[config.mk]
export PLATFORM = sky130hd
export DESIGN_NAME = mc_ctrl_fsm
export DESIGN_NICKNAME = d
export VERILOG_FILES = /design/src/rtl/mc_ctrl_fsm_pkg.sv /design/src/rtl/mc_ctrl_decode.sv /design/src/rtl/mc_ctrl_fsm.sv
export SDC_FILE = /design/constraint.sdc
export NUM_CORES = 1
export LEC_CHECK = 0
export BUFFER_PORTS_ARGS = -buffer_cell sky130_fd_sc_hd__buf_4
export CAP_MARGIN = 30
export CORE_AREA = 2 2 54 46
export CTS_BUF_LIST = sky130_fd_sc_hd__clkbuf_4 sky130_fd_sc_hd__clkbuf_8
export DETAILED_ROUTE_END_ITERATION = 10
export DIE_AREA = 0 0 56 48
export HOLD_SLACK_MARGIN = 0.02
export PLACE_DENSITY = 0.86
export REMOVE_ABC_BUFFERS = 1
export SYNTH_ARGS = -nofsm -noshare
export SYNTH_HDL_FRONTEND = slang
export SYNTH_SLANG_ARGS = --single-unit
[constraint.sdc]
create_clock -name clk -period 3 [get_ports clk]
set_input_delay 0.6 -clock clk [delete_from_list [all_inputs] [get_ports clk]]
set_output_delay 0.6 -clock clk [all_outputs]
set_load 0.1 [all_outputs]
[src/rtl/mc_ctrl_fsm_pkg.sv]
// Shared encodings for the multi-cycle MIPS control FSM.
// Holds the state codes, ALU operation codes, datapath mux select codes,
// opcode/funct values and the instruction classes produced by the decoder.
package mc_ctrl_fsm_pkg;

    typedef enum logic [3:0] {
        S_FETCH  = 4'd0,
        S_DCODE  = 4'd1,
        S_MADR   = 4'd2,
        S_MLD    = 4'd3,
        S_MLDWB  = 4'd4,
        S_MST    = 4'd5,
        S_EXE    = 4'd6,
        S_ALUWB  = 4'd7,
        S_BRANCH = 4'd8,
        S_JMP    = 4'd9
    } state_e;

    typedef enum logic [3:0] {
        CLS_UNDEF,
        CLS_LW,
        CLS_SW,
        CLS_RTYPE,
        CLS_ITYPE,
        CLS_BEQ,
        CLS_BNE,
        CLS_J,
        CLS_JAL,
        CLS_JR
    } instr_cls_e;

    // ALU operation codes
    localparam logic [3:0] ALU_NOP  = 4'd0;
    localparam logic [3:0] ALU_ADD  = 4'd1;
    localparam logic [3:0] ALU_SUB  = 4'd2;
    localparam logic [3:0] ALU_AND  = 4'd3;
    localparam logic [3:0] ALU_OR   = 4'd4;
    localparam logic [3:0] ALU_SLT  = 4'd5;
    localparam logic [3:0] ALU_SLTU = 4'd6;
    localparam logic [3:0] ALU_NOR  = 4'd7;
    localparam logic [3:0] ALU_SLL  = 4'd8;
    localparam logic [3:0] ALU_SRL  = 4'd9;
    localparam logic [3:0] ALU_LUI  = 4'd10;

    localparam logic [1:0] NPC_PLUS4  = 2'd0;
    localparam logic [1:0] NPC_BRANCH = 2'd1;
    localparam logic [1:0] NPC_JUMP   = 2'd2;
    localparam logic [1:0] NPC_JR     = 2'd3;

    localparam logic [1:0] WD_ALUOUT = 2'd0;
    localparam logic [1:0] WD_MDR    = 2'd1;
    localparam logic [1:0] WD_PC     = 2'd2;

    localparam logic [1:0] GPR_RD  = 2'd0;
    localparam logic [1:0] GPR_RT  = 2'd1;
    localparam logic [1:0] GPR_31  = 2'd2;

    localparam logic [1:0] SRCA_PC    = 2'd0;
    localparam logic [1:0] SRCA_RS    = 2'd1;
    localparam logic [1:0] SRCA_SHAMT = 2'd2;

    localparam logic [1:0] SRCB_RT   = 2'd0;
    localparam logic [1:0] SRCB_FOUR = 2'd1;
    localparam logic [1:0] SRCB_IMM  = 2'd2;

    localparam logic [5:0] OP_RTYPE = 6'b000000;
    localparam logic [5:0] OP_LW    = 6'b100011;
    localparam logic [5:0] OP_SW    = 6'b101011;
    localparam logic [5:0] OP_ADDI  = 6'b001000;
    localparam logic [5:0] OP_ANDI  = 6'b001100;
    localparam logic [5:0] OP_ORI   = 6'b001101;
    localparam logic [5:0] OP_SLTI  = 6'b001010;
    localparam logic [5:0] OP_LUI   = 6'b001111;
    localparam logic [5:0] OP_BEQ   = 6'b000100;
    localparam logic [5:0] OP_BNE   = 6'b000101;
    localparam logic [5:0] OP_J     = 6'b000010;
    localparam logic [5:0] OP_JAL   = 6'b000011;

    localparam logic [5:0] FUNCT_ADD  = 6'b100000;
    localparam logic [5:0] FUNCT_SUB  = 6'b100010;
    localparam logic [5:0] FUNCT_AND  = 6'b100100;
    localparam logic [5:0] FUNCT_OR   = 6'b100101;
    localparam logic [5:0] FUNCT_SLT  = 6'b101010;
    localparam logic [5:0] FUNCT_SLTU = 6'b101011;
    localparam logic [5:0] FUNCT_NOR  = 6'b100111;
    localparam logic [5:0] FUNCT_SLL  = 6'b000000;
    localparam logic [5:0] FUNCT_SRL  = 6'b000010;
    localparam logic [5:0] FUNCT_JR   = 6'b001000;

endpackage

[src/rtl/mc_ctrl_decode.sv]
// Combinational instruction decoder for the multi-cycle control FSM.
// Ports:
//   op     in   6  IR[31:26]
//   funct  in   6  IR[5:0]
//   cls    out     instruction class (CLS_UNDEF for anything not supported)
//   alu_op out  4  ALU operation used in S_EXE / S_ALUWB
//   ext_op out  1  1: sign-extend imm16, 0: zero-extend
//   shift  out  1  R-type shift by shamt (sll/srl)
module mc_ctrl_decode
    import mc_ctrl_fsm_pkg::*;
(
    input  logic [5:0] op,
    input  logic [5:0] funct,
    output instr_cls_e cls,
    output logic [3:0] alu_op,
    output logic       ext_op,
    output logic       shift
);

    always_comb begin
        cls    = CLS_UNDEF;
        alu_op = ALU_NOP;
        ext_op = 1'b0;
        shift  = 1'b0;
        unique case (op)
            OP_RTYPE: begin
                cls = CLS_RTYPE;
                unique case (funct)
                    FUNCT_ADD:  alu_op = ALU_ADD;
                    FUNCT_SUB:  alu_op = ALU_SUB;
                    FUNCT_AND:  alu_op = ALU_AND;
                    FUNCT_OR:   alu_op = ALU_OR;
                    FUNCT_SLT:  alu_op = ALU_SLT;
                    FUNCT_SLTU: alu_op = ALU_SLTU;
                    FUNCT_NOR:  alu_op = ALU_NOR;
                    FUNCT_SLL: begin
                        alu_op = ALU_SLL;
                        shift  = 1'b1;
                    end
                    FUNCT_SRL: begin
                        alu_op = ALU_SRL;
                        shift  = 1'b1;
                    end
                    FUNCT_JR:  cls = CLS_JR;
                    default:   cls = CLS_UNDEF;
                endcase
            end
            OP_LW:   begin cls = CLS_LW; ext_op = 1'b1; alu_op = ALU_ADD; end
            OP_SW:   begin cls = CLS_SW; ext_op = 1'b1; alu_op = ALU_ADD; end
            OP_ADDI: begin cls = CLS_ITYPE; alu_op = ALU_ADD; ext_op = 1'b1; end
            OP_SLTI: begin cls = CLS_ITYPE; alu_op = ALU_SLT; ext_op = 1'b1; end
            OP_ANDI: begin cls = CLS_ITYPE; alu_op = ALU_AND; end
            OP_ORI:  begin cls = CLS_ITYPE; alu_op = ALU_OR;  end
            OP_LUI:  begin cls = CLS_ITYPE; alu_op = ALU_LUI; end
            OP_BEQ:  cls = CLS_BEQ;
            OP_BNE:  cls = CLS_BNE;
            OP_J:    cls = CLS_J;
            OP_JAL:  cls = CLS_JAL;
            default: cls = CLS_UNDEF;
        endcase
    end

endmodule

[src/rtl/mc_ctrl_fsm.sv]
// Multi-cycle MIPS main control FSM (producer side of the ALU interface).
// Sequences FETCH/DECODE/EXEC/MEM/WB and drives the datapath controls.
// Ports:
//   clk, rst (async, active high)
//   Op, Funct (from IR), Zero (ALU result == 0, used in S_BRANCH)
//   PCWrite, IRWrite, RegWrite, MemWrite  write enables (held 0 while rst=1)
//   IorD, EXTOp, ALUOp, ALUSrcA, ALUSrcB, NPCOp, GPRSel, WDSel  datapath selects
//   state_o  current state for debug
module mc_ctrl_fsm
    import mc_ctrl_fsm_pkg::*;
#(
    parameter logic [3:0] RESET_STATE = 4'd0
) (
    input  logic       clk,
    input  logic       rst,
    input  logic [5:0] Op,
    input  logic [5:0] Funct,
    input  logic       Zero,
    output logic       PCWrite,
    output logic       IRWrite,
    output logic       RegWrite,
    output logic       MemWrite,
    output logic       IorD,
    output logic       EXTOp,
    output logic [3:0] ALUOp,
    output logic [1:0] ALUSrcA,
    output logic [1:0] ALUSrcB,
    output logic [1:0] NPCOp,
    output logic [1:0] GPRSel,
    output logic [1:0] WDSel,
    output logic [3:0] state_o
);

    state_e     state, state_nxt;
    instr_cls_e cls;
    logic [3:0] dec_alu_op;
    logic       dec_ext_op, dec_shift;
    logic       pc_write, ir_write, reg_write, mem_write;

    mc_ctrl_decode u_decode (
        .op     (Op),
        .funct  (Funct),
        .cls    (cls),
        .alu_op (dec_alu_op),
        .ext_op (dec_ext_op),
        .shift  (dec_shift)
    );

    always_ff @(posedge clk or posedge rst) begin
        if (rst) state <= state_e'(RESET_STATE);
        else     state <= state_nxt;
    end

    always_comb begin
        state_nxt = S_FETCH;
        pc_write  = 1'b0;
        ir_write  = 1'b0;
        reg_write = 1'b0;
        mem_write = 1'b0;
        IorD      = 1'b0;
        EXTOp     = 1'b0;
        ALUOp     = ALU_NOP;
        ALUSrcA   = SRCA_PC;
        ALUSrcB   = SRCB_RT;
        NPCOp     = NPC_PLUS4;
        GPRSel    = GPR_RD;
        WDSel     = WD_ALUOUT;
        unique case (state)
            S_FETCH: begin
                ir_write  = 1'b1;
                pc_write  = 1'b1;
                ALUSrcB   = SRCB_FOUR;
                ALUOp     = ALU_ADD;
                state_nxt = S_DCODE;
            end
            S_DCODE: begin
                unique case (cls)
                    CLS_LW, CLS_SW:          state_nxt = S_MADR;
                    CLS_RTYPE, CLS_ITYPE:    state_nxt = S_EXE;
                    CLS_BEQ, CLS_BNE:        state_nxt = S_BRANCH;
                    CLS_J, CLS_JAL, CLS_JR:  state_nxt = S_JMP;
                    default:                 state_nxt = S_FETCH;
                endcase
            end
            S_MADR: begin
                ALUSrcA = SRCA_RS;
                ALUSrcB = SRCB_IMM;
                EXTOp   = 1'b1;
                ALUOp   = ALU_ADD;
                if (cls == CLS_LW)      state_nxt = S_MLD;
                else if (cls == CLS_SW) state_nxt = S_MST;
            end
            S_MLD: begin
                IorD      = 1'b1;
                state_nxt = S_MLDWB;
            end
            S_MLDWB: begin
                reg_write = 1'b1;
                GPRSel    = GPR_RT;
                WDSel     = WD_MDR;
            end
            S_MST: begin
                IorD      = 1'b1;
                mem_write = 1'b1;
            end
            S_EXE: begin
                ALUOp = dec_alu_op;
                if (cls == CLS_RTYPE) begin
                    ALUSrcA = dec_shift ? SRCA_SHAMT : SRCA_RS;
                    ALUSrcB = SRCB_RT;
                end else begin
                    ALUSrcA = SRCA_RS;
                    ALUSrcB = SRCB_IMM;
                    EXTOp   = dec_ext_op;
                end
                state_nxt = S_ALUWB;
            end
            S_ALUWB: begin
                // ALUOp held so ALUOut stays stable while it is written back
                reg_write = 1'b1;
                ALUOp     = dec_alu_op;
                GPRSel    = (cls == CLS_RTYPE) ? GPR_RD : GPR_RT;
            end
            S_BRANCH: begin
                ALUSrcA  = SRCA_RS;
                ALUSrcB  = SRCB_RT;
                ALUOp    = ALU_SUB;
                NPCOp    = NPC_BRANCH;
                EXTOp    = 1'b1;
                pc_write = (cls == CLS_BNE) ? ~Zero : Zero;
            end
            S_JMP: begin
                pc_write = 1'b1;
                NPCOp    = (cls == CLS_JR) ? NPC_JR : NPC_JUMP;
                if (cls == CLS_JAL) begin
                    reg_write = 1'b1;
                    GPRSel    = GPR_31;
                    WDSel     = WD_PC;
                end
            end
            default: state_nxt = S_FETCH;
        endcase
    end

    // Reset puts the state in S_FETCH asynchronously; gate enables so no
    // write happens while rst is still asserted.
    assign PCWrite  = pc_write & ~rst;
    assign IRWrite  = ir_write & ~rst;
    assign RegWrite = reg_write & ~rst;
    assign MemWrite = mem_write & ~rst;
    assign state_o  = state;

endmodule

==> impl_metrics.tcl <==
set metrics [dict create \
    status "finished clean" \
    min_period_ns 2.98 \
    cts.sinks 4 \
    fin_nets 220 \
    hold_viol_final 0 \
    syn_to_final_growth_pct 40.2 \
    via_per_inst 6.16 \
    drtPass1Iterations 4 \
    yosysWarnings 0 \
    use_met3_pct 4.05 \
    synth_commonest_cells "nor2_1 (20), nand2_1 (14), a21oi_1 (10), o21ai_0 (10), nor3_1 (9)" \
    slew_headroom_pct 70.2 \
    instances_no_fill 228 \
    detail-route-antenna-nets 0 \
    coreArea_mm2 0.00210 \
    place_ws_ns -0.00445 \
    p_leak_nw 0.653 \
    stdcell_area_mm2 0.00145 \
    crit_fanout 7 \
    final_util_pct 69.1 \
    drt-wirelength-per-cell_um 15.2 \
    worstHoldPathType "in2async" \
    drt_iter0_drc 75 \
    hold_buffers 0 \
    initial_utilization_pct 49.3 \
    synth_top_area_cell "dfrtp_1" \
    yosysSeqAreaShare_pct 9.66 \
    cts_tree "done" \
    io_buffer_count 38 \
    worst-setup-path-type "in2out" \
    die-width_um 56 \
    slew_violations 0 \
    crit_required_ns 2.40 \
    antenna_found_initial 0 \
    clock_path_buffers 2 \
    grt_setup_unrepaired "true" \
    fillers 167 \
    die_h_um 48 \
    overflow 0 \
    busiest_layer "met2" \
    synthTopCellsByArea "dfrtp_1 (9.7%), nor2_1 (7.2%), nand2_1 (5.1%), a21oi_1 (4.8%), o21ai_0 (4.8%)" \
    postCtsSetupBuffers 0 \
    setup_violations 0 \
    die_area_mm2 0.00269 \
    grt_pass1_wl_um 5400 \
    grt_pass1_vias 1220 \
    num_rows 15 \
    fin_skew_ns 0.00313 \
    detailroute.via_count 1404 \
    maxCapViolations 0 \
    synth_flop_cell "dfrtp_1" \
    clkTransAtPathRegs_ns 0.04 \
    clkLatencyLatePin_ns 0.24 \
    clock.fmax_mhz 336 \
    cts-htree-levels 1 \
    avgSynthCellArea_um2 6.56 \
    endpoint_kind "output port" \
    n_antenna_cell 0 \
    use_met1_pct 32.6 \
    largest_reg_flops 4 \
    drive_gt1_share_pct 32.0 \
    fin_ws_ns 0.0232 \
    power.total_mw 0.838 \
    fin_tns_setup_ns 0 \
    grt_max_degree 15 \
    gp_congestion 0.951 \
    netlist_area_mm2 0.00104 \
    dp.cells 225 \
    hold_ws_ns 0.284 \
    remaining_drc_errors 0 \
    routed_wl_um 3460 \
    synth_top_area_share_pct 9.66 \
    place_area_mm2 0.00141 \
    worst_pin_slew_ns 0.444 \
    grt.total_usage_pct 25.5 \
    startpoint_type "input pin" \
    synth_cell_types 53 \
    grt_use_met2_pct 46.8 \
    ys_ff_latch 4 \
    synthArstFlopShare_pct 100 \
    netlist_instances 158 \
    dpl.hpwl_um 2720 \
    synth_edf_count 0 \
    ir_worst_vdd_mv 0.606 \
    cts_buffers 3 \
    p_per_area_mw_per_mm2 577 \
    arrival_ns 2.38 \
    io_pins 39 \
    cts_root_buffer "clkbuf_4" \
    synth_most_common_cell "nor2_1" \
    finalCritPeriodShare_pct 99.2 \
]
cell families after synthesis:
group / count (synthesis) / synth area share (%)
mux: 1 / 1.09
fa+ha+maj: 1 / 0.966
simple gates: 84 / 46.4
compound gates: 46 / 31.2
buf+inv: 19 / 8.21
xor+xnor: 3 / 2.54
flops: 4 / 9.66
per-layer routing:
layer | up-vias | wire (µm) | part of all wire, %
met5 | - | 0 | 0
met4 | 0 | 14 | 0.40
met3 | 2 | 296 | 8.6
met2 | 72 | 1680 | 49
met1 | 654 | 1460 | 42
li1 | 676 | - | -
where the power goes:
group | total (mW) | switching, mW | internal (mW) | leakage (nW)
clock | 0.0675 | 0.0227 | 0.0448 | 0.0138
combinational | 0.677 | 0.516 | 0.161 | 0.586
sequential | 0.0942 | 0.0291 | 0.0651 | 0.0532
worst paths after layout:
| kind | start | end | slack (ns) | cells after the start |
|---|---|---|---|---|
| max reg2reg | state_o[0] | state_o[0] | 1.17 | 6 |
| max | Op[2] | ALUOp[0] | 0.02 | 7 |
| max in group asynchronous | rst | state_o[2] | 2.54 | 2 |
| min | rst | state_o[0] | 0.28 | 2 |
| min reg2reg | state_o[3] | state_o[2] | 0.70 | 2 |
| min in group clk | state_o[3] | state_o[2] | 0.70 | 2 |
final cells by class:
class	count	area, µm²	share of cell area, %
inverters	8	30.0	2.07
repair buffers	53	409	28.2
clock buffers	3	22.5	1.55
well taps	25	31.3	2.15
flip-flops and latches	4	100	6.89
multi-input cells	135	860	59.2
worst max-delay path: stages:
cell and delay, ns:
buf_4 0.14, maj3_1 0.34, o21ai_1 0.12, a21oi_1 0.08, or4b_4 0.56, o32ai_1 0.18
buf_4 0.35
cell usage in the layout (no fill, tap or decap), types with 4 or more instances in the layout:
cell | synthesis | final
buf_4 | 2 | 50
inv_1 | 7 | 7
nor3_1 | 9 | 9
nand2b_1 | 5 | 5
nand3_1 | 7 | 7
nand2_1 | 14 | 14
dfrtp_1 | 4 | 4
a21oi_1 | 10 | 10
nor2_1 | 20 | 20
o21ai_0 | 10 | 9
repair_timing:
action	CTS	global route
endpoints found under the setup margin	2	4
hold endpoints to repair	0	0
resized for setup	2	3
(Power assumes the default switching activity.)
